## src/rtl/demux2_stream_pkg.sv

```systemverilog
// demux2_stream_pkg: channel select encodings and width helper shared by the demux
package demux2_stream_pkg;
  localparam logic CH0 = 1'b0;
  localparam logic CH1 = 1'b1;
  function automatic int clog2(input int n);
    int r;
    r = 0;
    while ((1 << r) < n) r++;
    return r;
  endfunction
endpackage

```

## src/rtl/demux2_stream_sync_fifo.sv

```systemverilog
// sync_fifo: registered-output synchronous FIFO with occupancy count, no fall-through
module sync_fifo
  import demux2_stream_pkg::*;
#(
  parameter int WIDTH = 8,
  parameter int DEPTH = 2,
  localparam int PW = clog2(DEPTH),
  localparam int CNT_W = PW + 1
) (
  input  logic             clk,
  input  logic             rst,
  input  logic             wr_en,
  input  logic [WIDTH-1:0] wr_data,
  input  logic             rd_en,
  output logic [WIDTH-1:0] rd_data,
  output logic             empty,
  output logic             full,
  output logic [CNT_W-1:0] count
);
  logic [WIDTH-1:0] mem [DEPTH];
  logic [PW-1:0] wr_ptr, rd_ptr;
  logic wr, rd;
  assign empty = count == '0;
  assign full = count == CNT_W'(DEPTH);
  assign wr = wr_en & ~full;
  assign rd = rd_en & ~empty;
  assign rd_data = mem[rd_ptr];
  // storage, wrapping pointers and occupancy; reset clears contents so the head reads 0
  always_ff @(posedge clk) begin
    if (rst) begin
      mem <= '{default: '0};
      wr_ptr <= '0;
      rd_ptr <= '0;
      count <= '0;
    end else begin
      if (wr) begin
        mem[wr_ptr] <= wr_data;
        wr_ptr <= wr_ptr + PW'(1);
      end
      if (rd) rd_ptr <= rd_ptr + PW'(1);
      count <= count + CNT_W'(wr) - CNT_W'(rd);
    end
  end
endmodule

```

## src/rtl/demux2_stream.sv

```systemverilog
// demux2_stream: steers each accepted beat into one of two per-channel FIFOs by sel
module demux2_stream
  import demux2_stream_pkg::*;
#(
  parameter int WIDTH = 8,
  parameter int DEPTH = 2,
  parameter int CNT_W = clog2(DEPTH) + 1
) (
  input  logic             clk,
  input  logic             rst,
  input  logic [WIDTH-1:0] din,
  input  logic             din_valid,
  input  logic             sel,
  output logic             din_ready,
  output logic [WIDTH-1:0] dout_0,
  output logic             dout_0_valid,
  input  logic             dout_0_ready,
  output logic [WIDTH-1:0] dout_1,
  output logic             dout_1_valid,
  input  logic             dout_1_ready,
  output logic [CNT_W-1:0] count_0,
  output logic [CNT_W-1:0] count_1
);
  logic full_0, full_1, empty_0, empty_1, wr_en_0, wr_en_1;
  assign din_ready = ~rst & ~(sel == CH1 ? full_1 : full_0);
  assign wr_en_0 = din_valid & din_ready & (sel == CH0);
  assign wr_en_1 = din_valid & din_ready & (sel == CH1);
  assign dout_0_valid = ~empty_0;
  assign dout_1_valid = ~empty_1;

  sync_fifo #(.WIDTH(WIDTH), .DEPTH(DEPTH)) u_fifo_0 (
    .clk(clk), .rst(rst), .wr_en(wr_en_0), .wr_data(din), .rd_en(dout_0_ready),
    .rd_data(dout_0), .empty(empty_0), .full(full_0), .count(count_0)
  );

  sync_fifo #(.WIDTH(WIDTH), .DEPTH(DEPTH)) u_fifo_1 (
    .clk(clk), .rst(rst), .wr_en(wr_en_1), .wr_data(din), .rd_en(dout_1_ready),
    .rd_data(dout_1), .empty(empty_1), .full(full_1), .count(count_1)
  );
endmodule

```

## config.mk

```make
export PLATFORM = sky130hd
export DESIGN_NAME = demux2_stream
export DESIGN_NICKNAME = d
export VERILOG_FILES = /design/src/rtl/demux2_stream_pkg.sv /design/src/rtl/demux2_stream_sync_fifo.sv /design/src/rtl/demux2_stream.sv
export SDC_FILE = /design/constraint.sdc
export NUM_CORES = 1
export LEC_CHECK = 0
export ABC_AREA = 1
export CAP_MARGIN = 15
export CORE_ASPECT_RATIO = 0.5
export CORE_UTILIZATION = 55
export DETAILED_ROUTE_END_ITERATION = 10
export GPL_TIMING_DRIVEN = 0
export PLACE_DENSITY = 0.81
export SLEW_MARGIN = 10
export SYNTH_ARGS = -nofsm -noshare
export SYNTH_HDL_FRONTEND = slang
export SYNTH_SLANG_ARGS = --single-unit
```

## constraint.sdc

```tcl
create_clock -name clk -period 3.6 [get_ports clk]
set_clock_uncertainty 0.1 [all_clocks]
set_input_delay 0.72 -clock clk [delete_from_list [all_inputs] [get_ports clk]]
set_output_delay 0.72 -clock clk [all_outputs]
set_load 0.05 [all_outputs]
```

== After elaboration in Yosys (flattened, before gate mapping) ==
Index checks and enable logic that the tools add are counted.
Widths: inputs -> output; s select.
Storage, ports and cells
  bits in registers: 40
  input port bits: 14
  output and inout bits: 23
  logic and storage cells: 62
Operators by class
  add/subtract/negate cells: 8
  magnitude comparators: 6
  equality and inequality tests: 2
  muxes and demuxes: 13
  bitwise logic cells: 19
  reduce and logical (&&, ||, !) cells: 4
Operators by type and width (count)
  $mux 8: 8
  $bwmux 16: 2
  $demux 8 s1: 2
  $and 1x1->1: 8
  $ge 2x2->1 const B: 4
  $not 1->2: 4
  $not 1->1: 7
  $add 1x1->1 const B: 4
  $add 2x1->2: 2
  $eq 2x2->1 const B: 2
  $logic_not 2->1: 2
  $lt 2x1->1 const B: 2
  $sub 2x1->2: 2
  $logic_and 1x1->1: 2
  $mux 1: 1

== Longest topological paths before layout ==
Gate-level depths: netlist (run 1).
  word-level depth: 9
  depth in mapped cells: 10
  depth with buffers taken out: 10

== Hierarchy ==
From an unflattened synthesis (run 1), not the netlist that was laid out.
Second synthesis, totals
  cell total of the unflattened synthesis: 367
  area total of the unflattened synthesis: 2254.7 um2
Modules (own cells, without submodules)
  sync_fifo: instances 2, cells each 178, area an instance 1101.1 um2, seq. area each 400.4 um2
  demux2_stream: instances 1, cells each 11, area an instance 52.6 um2, seq. area each 0.0 um2

== Worst setup path before layout (run 1) ==
No wires, ideal clock.
  path type: reg2reg
  start point: register u_fifo_0.count[1]
  end point: register u_fifo_0.count[1]
  library setup time: 0.147 ns
  arrival: 1.946 ns
  required time: 3.353 ns
  path slack: 1.408 ns
  stages on the path, launching flop included: 10
  buffers on the path: 0
  clock period less this slack: 2.192 ns
  path through: dfxtp_1 > or2_2 > nand2_1 > inv_1 > ha_1 > inv_1 > ha_1 > xor2_1 > o21ai_0 > a21oi_1
Between the ends
  elaborated cells on any way between the ends: 13
  those cells by class: add/sub (2); eq/ne (1); mux (1); bitwise (8); reduce/logical (1)
RTL lines
  start, declared: line demux2_stream_sync_fifo.sv:18  | output logic [CNT_W-1:0] count
  start signal, assigned: line demux2_stream_sync_fifo.sv:41  | count <= count + CNT_W'(wr) - CNT_W'(rd);
  $logic_not 2->1: line demux2_stream_sync_fifo.sv:23  | assign empty = count == '0;
  $not 1->1
  named net dout_0_valid: line demux2_stream.sv:16  | output logic dout_0_valid,
  $and 1x1->1: line demux2_stream_sync_fifo.sv:26  | assign rd = rd_en & ~empty;
  named net u_fifo_0.rd: line demux2_stream_sync_fifo.sv:22  | logic wr, rd;
  $sub 2x1->2: line demux2_stream_sync_fifo.sv:41
The timed path passes the listed nets, and every way through them passes these cells.
A chain may end at the register's enable or synchronous reset.

== Worst setup path in the final report (run 1) ==
  start point: input sel
  end point: output din_ready
Between the ends
  longest elaborated chain between the ends: 3
RTL lines
  start, declared: line demux2_stream.sv:13  | input logic sel,
  $mux 1: line demux2_stream.sv:25  | assign din_ready = ~rst & ~(sel == CH1 ? full_1 : full_0);
  $not 1->1: line demux2_stream.sv:25
  $and 1x1->1: line demux2_stream.sv:25
  end, declared: line demux2_stream.sv:14  | output logic din_ready,
No other way between the ends.

==> flow_summary_export.csv, run 1 <==
group,metric,value,unit
run_status,outcome,"finished clean",
routing,route.met3.wl,343,um
routing,ant_nets,0,
cts,clk_pin_slew,0.07,ns
global_route,grt_pass1_wl,7400,um
setup_path,crit_path_end_kind,"primary output",
floorplan,ios,37,
routing,first_pass_iters,4,
yosys,synth.avg_cell_area,7.23,um2
cts,postCtsHoldBufs,0,
setup_path,cp_num_buf_inv,4,
routing,finalWirelength,4490,um
cts,htreeDepth,2,
setup_path,r2r_cells,9,
cts,root_buffer,"clkbuf_8",
timing,finalSetupTns,0,ns
timing,worstMarginPinSlew,0.510,ns
place,place.detailed.hpwl,3280,um
power_and_ir_drop,power_density,602,nW/um2
floorplan,fp.dieH,43.5,um
cells_and_area,fin_nets,323,
routing,drtIter0Drc,185,
cts,cts_buffers,5,
yosys,synthCells,262,
yosys,ys_warn_count,0,
yosys,ys_seq_area_share,42.3,%
timing,setup_viol,0,
cells_and_area,stdcell_count,346,
timing,finalHoldViolations,0,
routing,wl_met2,2010,um
timing,slew_violations,0,
setup_path,path_max_fanout,10,
setup_path,max_stage_delay,0.80,ns
global_route,grt_pass1_vias,1619,
cells_and_area,mostFrequentLayoutCell,"nand2_1",
setup_path,r2r_setup_slack,1.66,ns
cells_and_area,n_antenna_cell,0,
cts,cts_sinks,40,
cts,cts_setup_buffers,0,
routing,route.detailed.drc,0,
global_route,track_usage,26.8,%
routing,vias,1828,
yosys,ys_seq_elements,40,
routing,wl_per_cell,13.0,um
cts,clkLatencyLatePin,0.30,ns
cells_and_area,syn2layout_area_growth,27.3,%
worst_hold_path,hold_class,"flip-flop to flip-flop",
floorplan,die_x,85.0,um
global_route,grt_max_degree,13,
timing,slew_headroom,65.9,%
place,port-buffer-count,36,
setup_path,r2r-start,"u_fifo_0.count[1]",
setup_path,slowest_stage,"clkdlybuf4s50_1",
setup_path,crit_family,"buffers and inverters",
floorplan,fp-row-count,14,
setup_path,crit_chain,"clkdlybuf4s50_1, buf_6, nand3_1, nand3_2, inv_1, clkdlybuf4s50_1",
place,place.gp.congestion,0.834,
power_and_ir_drop,ir_worst_vdd,395,uV
floorplan,start_util,60.4,%
routing,viasPerCell,5.28,
place,post-place-cells,338,
yosys,synth_nets,280,
power_and_ir_drop,p_leak,1.10,nW
timing,clock.fmax,0.311,GHz
cells_and_area,mostFrequentLayoutCells,"nand2_1, dfxtp_1, nor2_1, clkdlybuf4s50_1",
setup_path,critPathLaunchType,"input port",
worst_hold_path,min_from,"u_fifo_1.mem[1]",
timing,rsz0062_at_grt,"no",
worst_hold_path,hold_depth,2,
floorplan,core_area,3140,um2
yosys,synth_area,1890,um2
cts,cts_max_path_buffers,2,
cts,postCtsResizedCells,0,
global_route,antenna_found_initial,0,
routing,top_layer,"met4",
power_and_ir_drop,total_power,1.45,mW
setup_path,worstPathArrival,2.40,ns
setup_path,crit_type,"input port to primary output",
setup_path,critPathRequiredTime,2.78,ns
setup_path,r2r-end,"u_fifo_0.count[1]",
cells_and_area,drive_gt1_share,8.82,%
global_route,gr-total-overflow,0,
cts,cts_tree,"built",
timing,min_period,3.22,ns
yosys,synth_cell_types,21,
setup_path,crit_top_cell,"clkdlybuf4s50_1",
flow_run,cap_violations,0,
routing,wl_met1,2020,um
worst_hold_path,whs_endpoint,"u_fifo_1.mem[1]",
floorplan,dieArea,3700,um2
timing,fin_crit_sh,89.4,%
==> synth_stat cells, drive strengths merged <==
library cell	n	share of area, %
nand3	3	1.1
a21oi	21	5.5
inv	23	4.6
or2	2	0.66
buf	9	3.6
nor2	41	10
dfxtp	40	42
o21ai	22	5.8
clkinv	3	0.59
nand2	71	14
clkbuf	3	0.59
nand4	18	7.5
xor2	2	0.92
ha	4	2.6
==> worst max-delay path by stage <==
stage                      start                end  slack (ns)  cells past startpoint
2_1_floorplan  u_fifo_0.count[1]  u_fifo_0.count[1]        1.41                      9
3_3_place_gp                 sel          din_ready        0.41                      6
3_5_place_dp                 sel          din_ready        0.40                      6
4_1_cts                      sel          din_ready        0.39                      6
5_1_grt                      sel          din_ready        0.31                      6
6_report                     sel          din_ready        0.38                      6
==> through the flow <==
step	setup WS, ns	hold WS [ns]	utilization (%)	instance area [um2]
after global routing	0.306	0.423	76.9	2410
after global placement	0.407	0.362	73.5	2300
after CTS	0.394	0.391	76.9	2410
after detailed placement	0.396	0.372	73.5	2300
after floorplan	1.41	0.355	-	1890
final	0.382	0.388	76.9	2410
==> flip-flops by register name, summed over array words and instances, names as in the netlist <==
signal and count:
u_fifo_1.mem 16, u_fifo_0.mem 16, u_fifo_1.rd_ptr 1, u_fifo_0.wr_ptr 1, u_fifo_0.count 2, u_fifo_1.wr_ptr 1, u_fifo_1.count 2, u_fifo_0.rd_ptr 1
==> where the power goes <==
part           internal (mW)  total (mW)  switching [mW]
Combinational          0.187       0.572           0.385
Clock                  0.206       0.364           0.158
Sequential             0.487       0.517          0.0306
==> kinds of logic (layout without fill, tap and decap cells) <==
family	Yosys count	count (layout)	share of synthesized area, %
AO/OA/AOI/OAI	43	43	11.4
XOR/XNOR	2	2	0.925
adder cells (fa/ha/maj)	4	4	2.64
buffers and inverters	38	82	9.38
flip-flops	40	40	42.3
AND/OR/NAND/NOR	135	135	33.4
==> area by class of cell <==
cell class	instances	area (um2)
multi-input cells	184	916
clock inverters	2	35.0
flip-flops and latches	40	801
clock buffers	6	72.6
inverters	26	97.6
plain buffers	12	80.1
repair buffers	36	360
fillers	239	723
well taps	40	50.0
==> worst min-delay path, stage by stage, from the launching register on <==
cell and delay [ns]:
dfxtp_1 0.33, nor2_1 0.05, nor2_1 0.08
==> routing by layer <==
metal / up-vias / track usage, %
met1: 817 / 34.2
li1: 927 / -
met3: 14 / 7.81
met2: 70 / 43.1
met5: - / 0
met4: 0 / 12.5
Note: power is estimated with default switching activity, not from simulation.
==> inputs of run 2 (changes only) <==
--- a/config.mk
+++ b/config.mk
@@ -7,7 +7,6 @@
 export LEC_CHECK = 0
 export ABC_AREA = 1
 export CAP_MARGIN = 15
-export CORE_ASPECT_RATIO = 0.5
 export CORE_UTILIZATION = 55
 export DETAILED_ROUTE_END_ITERATION = 10
 export GPL_TIMING_DRIVEN = 0
==> flow_summary_export.csv, run 2 (same netlist as run 1, synthesis figures left out) <==
group,metric,value,unit
run_status,outcome,"finished clean",
floorplan,start_util,60.1,%
setup_path,crit_path_end_kind,"primary output",
cts,postCtsHoldBufs,0,
cells_and_area,seq_area,801,um2
setup_path,crit_chain,"clkdlybuf4s50_1, buf_6, nand3_1, nand3_2, inv_1, clkdlybuf4s50_1",
power_and_ir_drop,pwr-share-comb,41.3,%
cts,clk_pin_slew,0.12,ns
setup_path,max_stage_delay,0.79,ns
timing,worstMarginPinSlew,0.496,ns
global_route,grt_max_degree,14,
cells_and_area,nFillCells,268,
cells_and_area,reg_top3,"u_fifo_0.mem (16), u_fifo_1.mem (16)",
setup_path,slowest_stage,"clkdlybuf4s50_1",
cts,htreeDepth,2,
place,pre_cts_slack,0.405,ns
global_route,grt_pass1_vias,1434,
place,place.gp.congestion,0.787,
cts,cts_buffers,5,
cts,cts_max_path_buffers,2,
floorplan,fp-row-count,20,
floorplan,core_area,3150,um2
global_route,track_usage,25.0,%
power_and_ir_drop,ir_worst_vdd,472,uV
power_and_ir_drop,clkPwrFrac,21.3,%
place,place.detailed.hpwl,3040,um
place,port-buffer-count,36,
setup_path,crit_top_cell,"clkdlybuf4s50_1",
routing,ant_nets,0,
global_route,grt_pass1_wl,6720,um
timing,min_period,3.20,ns
cells_and_area,mostFrequentLayoutCell,"nand2_1",
power_and_ir_drop,p_sw_share,40.8,%
setup_path,r2r_setup_slack,1.66,ns
routing,route.detailed.drc,0,
setup_path,crit_family,"buffers and inverters",
timing,rsz0062_at_grt,"no",
cts,clkLatencyLatePin,0.36,ns
cts,cts_tree,"built",
cells_and_area,syn2layout_area_growth,26.2,%
cells_and_area,fin_nets,323,
timing,clock.fmax,0.313,GHz
setup_path,critPathRequiredTime,2.78,ns
cells_and_area,final_util,75.8,%
cts,cts_setup_buffers,0,
timing,slew_headroom,66.8,%
setup_path,worstPathArrival,2.38,ns
cells_and_area,drive_gt1_share,9.15,%
power_and_ir_drop,p_sw,0.564,mW
setup_path,critPathLaunchType,"input port",
cells_and_area,n_antenna_cell,0,
routing,finalWirelength,4190,um
floorplan,ios,37,
flow_run,cap_violations,0,
cells_and_area,multi_input_area,916,um2
power_and_ir_drop,power_density,578,nW/um2
routing,vias,1764,
global_route,antenna_found_initial,0,
timing,finalSetupTns,0,ns
cts,cts_sinks,40,
cells_and_area,mostFrequentLayoutCells,"nand2_1, dfxtp_1, nor2_1, clkdlybuf4s50_1",
timing,slew_violations,0,
routing,first_pass_iters,4,
timing,fin_crit_sh,88.8,%
power_and_ir_drop,sequentialPowerShare,37.4,%
global_route,gr-total-overflow,0,
timing,layout_setup_ws,0.405,ns
floorplan,die_x,60.7,um
routing,wl_per_cell,12.0,um
setup_path,crit_type,"input port to primary output",
cts,root_buffer,"clkbuf_4",
floorplan,fp.dieH,60.7,um
worst_hold_path,hold_class,"flip-flop to flip-flop",
floorplan,dieArea,3680,um2
power_and_ir_drop,p_leak,1.08,nW
routing,viasPerCell,5.04,
timing,whs,0.393,ns
setup_path,cp_num_buf_inv,4,
cts,postCtsResizedCells,0,
timing,setup_viol,0,
setup_path,path_max_fanout,10,
routing,drtIter0Drc,79,
timing,finalHoldViolations,0,
power_and_ir_drop,internal-power,0.818,mW
==> run 2: changes by cell type in the layout (fill, tap and decap cells not counted), sizes merged <==
cell	previous run	this run
clkinvlp	0	1
clkbuf	9	8
==> run 2: layout make-up <==
type                    count  area share, %
repair buffers             36           15.1
well taps                  44           2.30
clock buffers               5           1.57
inverters                  26           4.08
flip-flops and latches     40           33.5
multi-input cells         184           38.3
clock inverters             3           1.78
plain buffers              12           3.35
==> run 2: path summary, 6_finish.rpt <==
path | startpoint | end | depth (start not counted)
setup / recovery | sel | din_ready | 6
hold / removal | u_fifo_1.mem[4] | u_fifo_1.mem[4] | 2
setup reg to reg | u_fifo_1.count[1] | u_fifo_1.count[1] | 9
hold reg to reg | u_fifo_1.mem[4] | u_fifo_1.mem[4] | 2
==> run 2: stage by stage <==
stage | instances | cell area, um2 | power [mW]
detailed placement | 342 | 2310 | 1.10
floorplan | 262 | 1890 | 0.926
global placement | 342 | 2310 | 1.09
finish | 350 | 2390 | 1.38
global route | 350 | 2390 | 1.46
CTS | 350 | 2390 | 1.40
==> run 2: power groups by stage <==
| stage | Combinational, mW | Clock (mW) | Sequential, mW |
|---|---|---|---|
| floorplan | 0.345 | 0 | 0.581 |
| global placement | 0.560 | 0 | 0.525 |
| detailed placement | 0.570 | 0 | 0.528 |
| CTS | 0.573 | 0.304 | 0.518 |
| global route | 0.618 | 0.321 | 0.525 |
| finish | 0.571 | 0.295 | 0.516 |
==> run 2: worst register-to-register path, stage by stage, from the launching register on <==
cell,delay [ns]
dfxtp_1,0.38
or2_2,0.30
nand2_1,0.10
inv_1,0.06
ha_1,0.26
inv_1,0.06
ha_1,0.14
xor2_1,0.20
o21ai_0,0.10
a21oi_1,0.17
==> run 2: layer usage <==
metal / vias to the layer above / global-route usage [%] / wire length [um]
li1: 937 / - / -
met1: 785 / 33.9 / 1980
met2: 34 / 39.9 / 1980
met4: 0 / 8.77 / 70
met3: 8 / 5.12 / 162
met5: - / 0 / 0
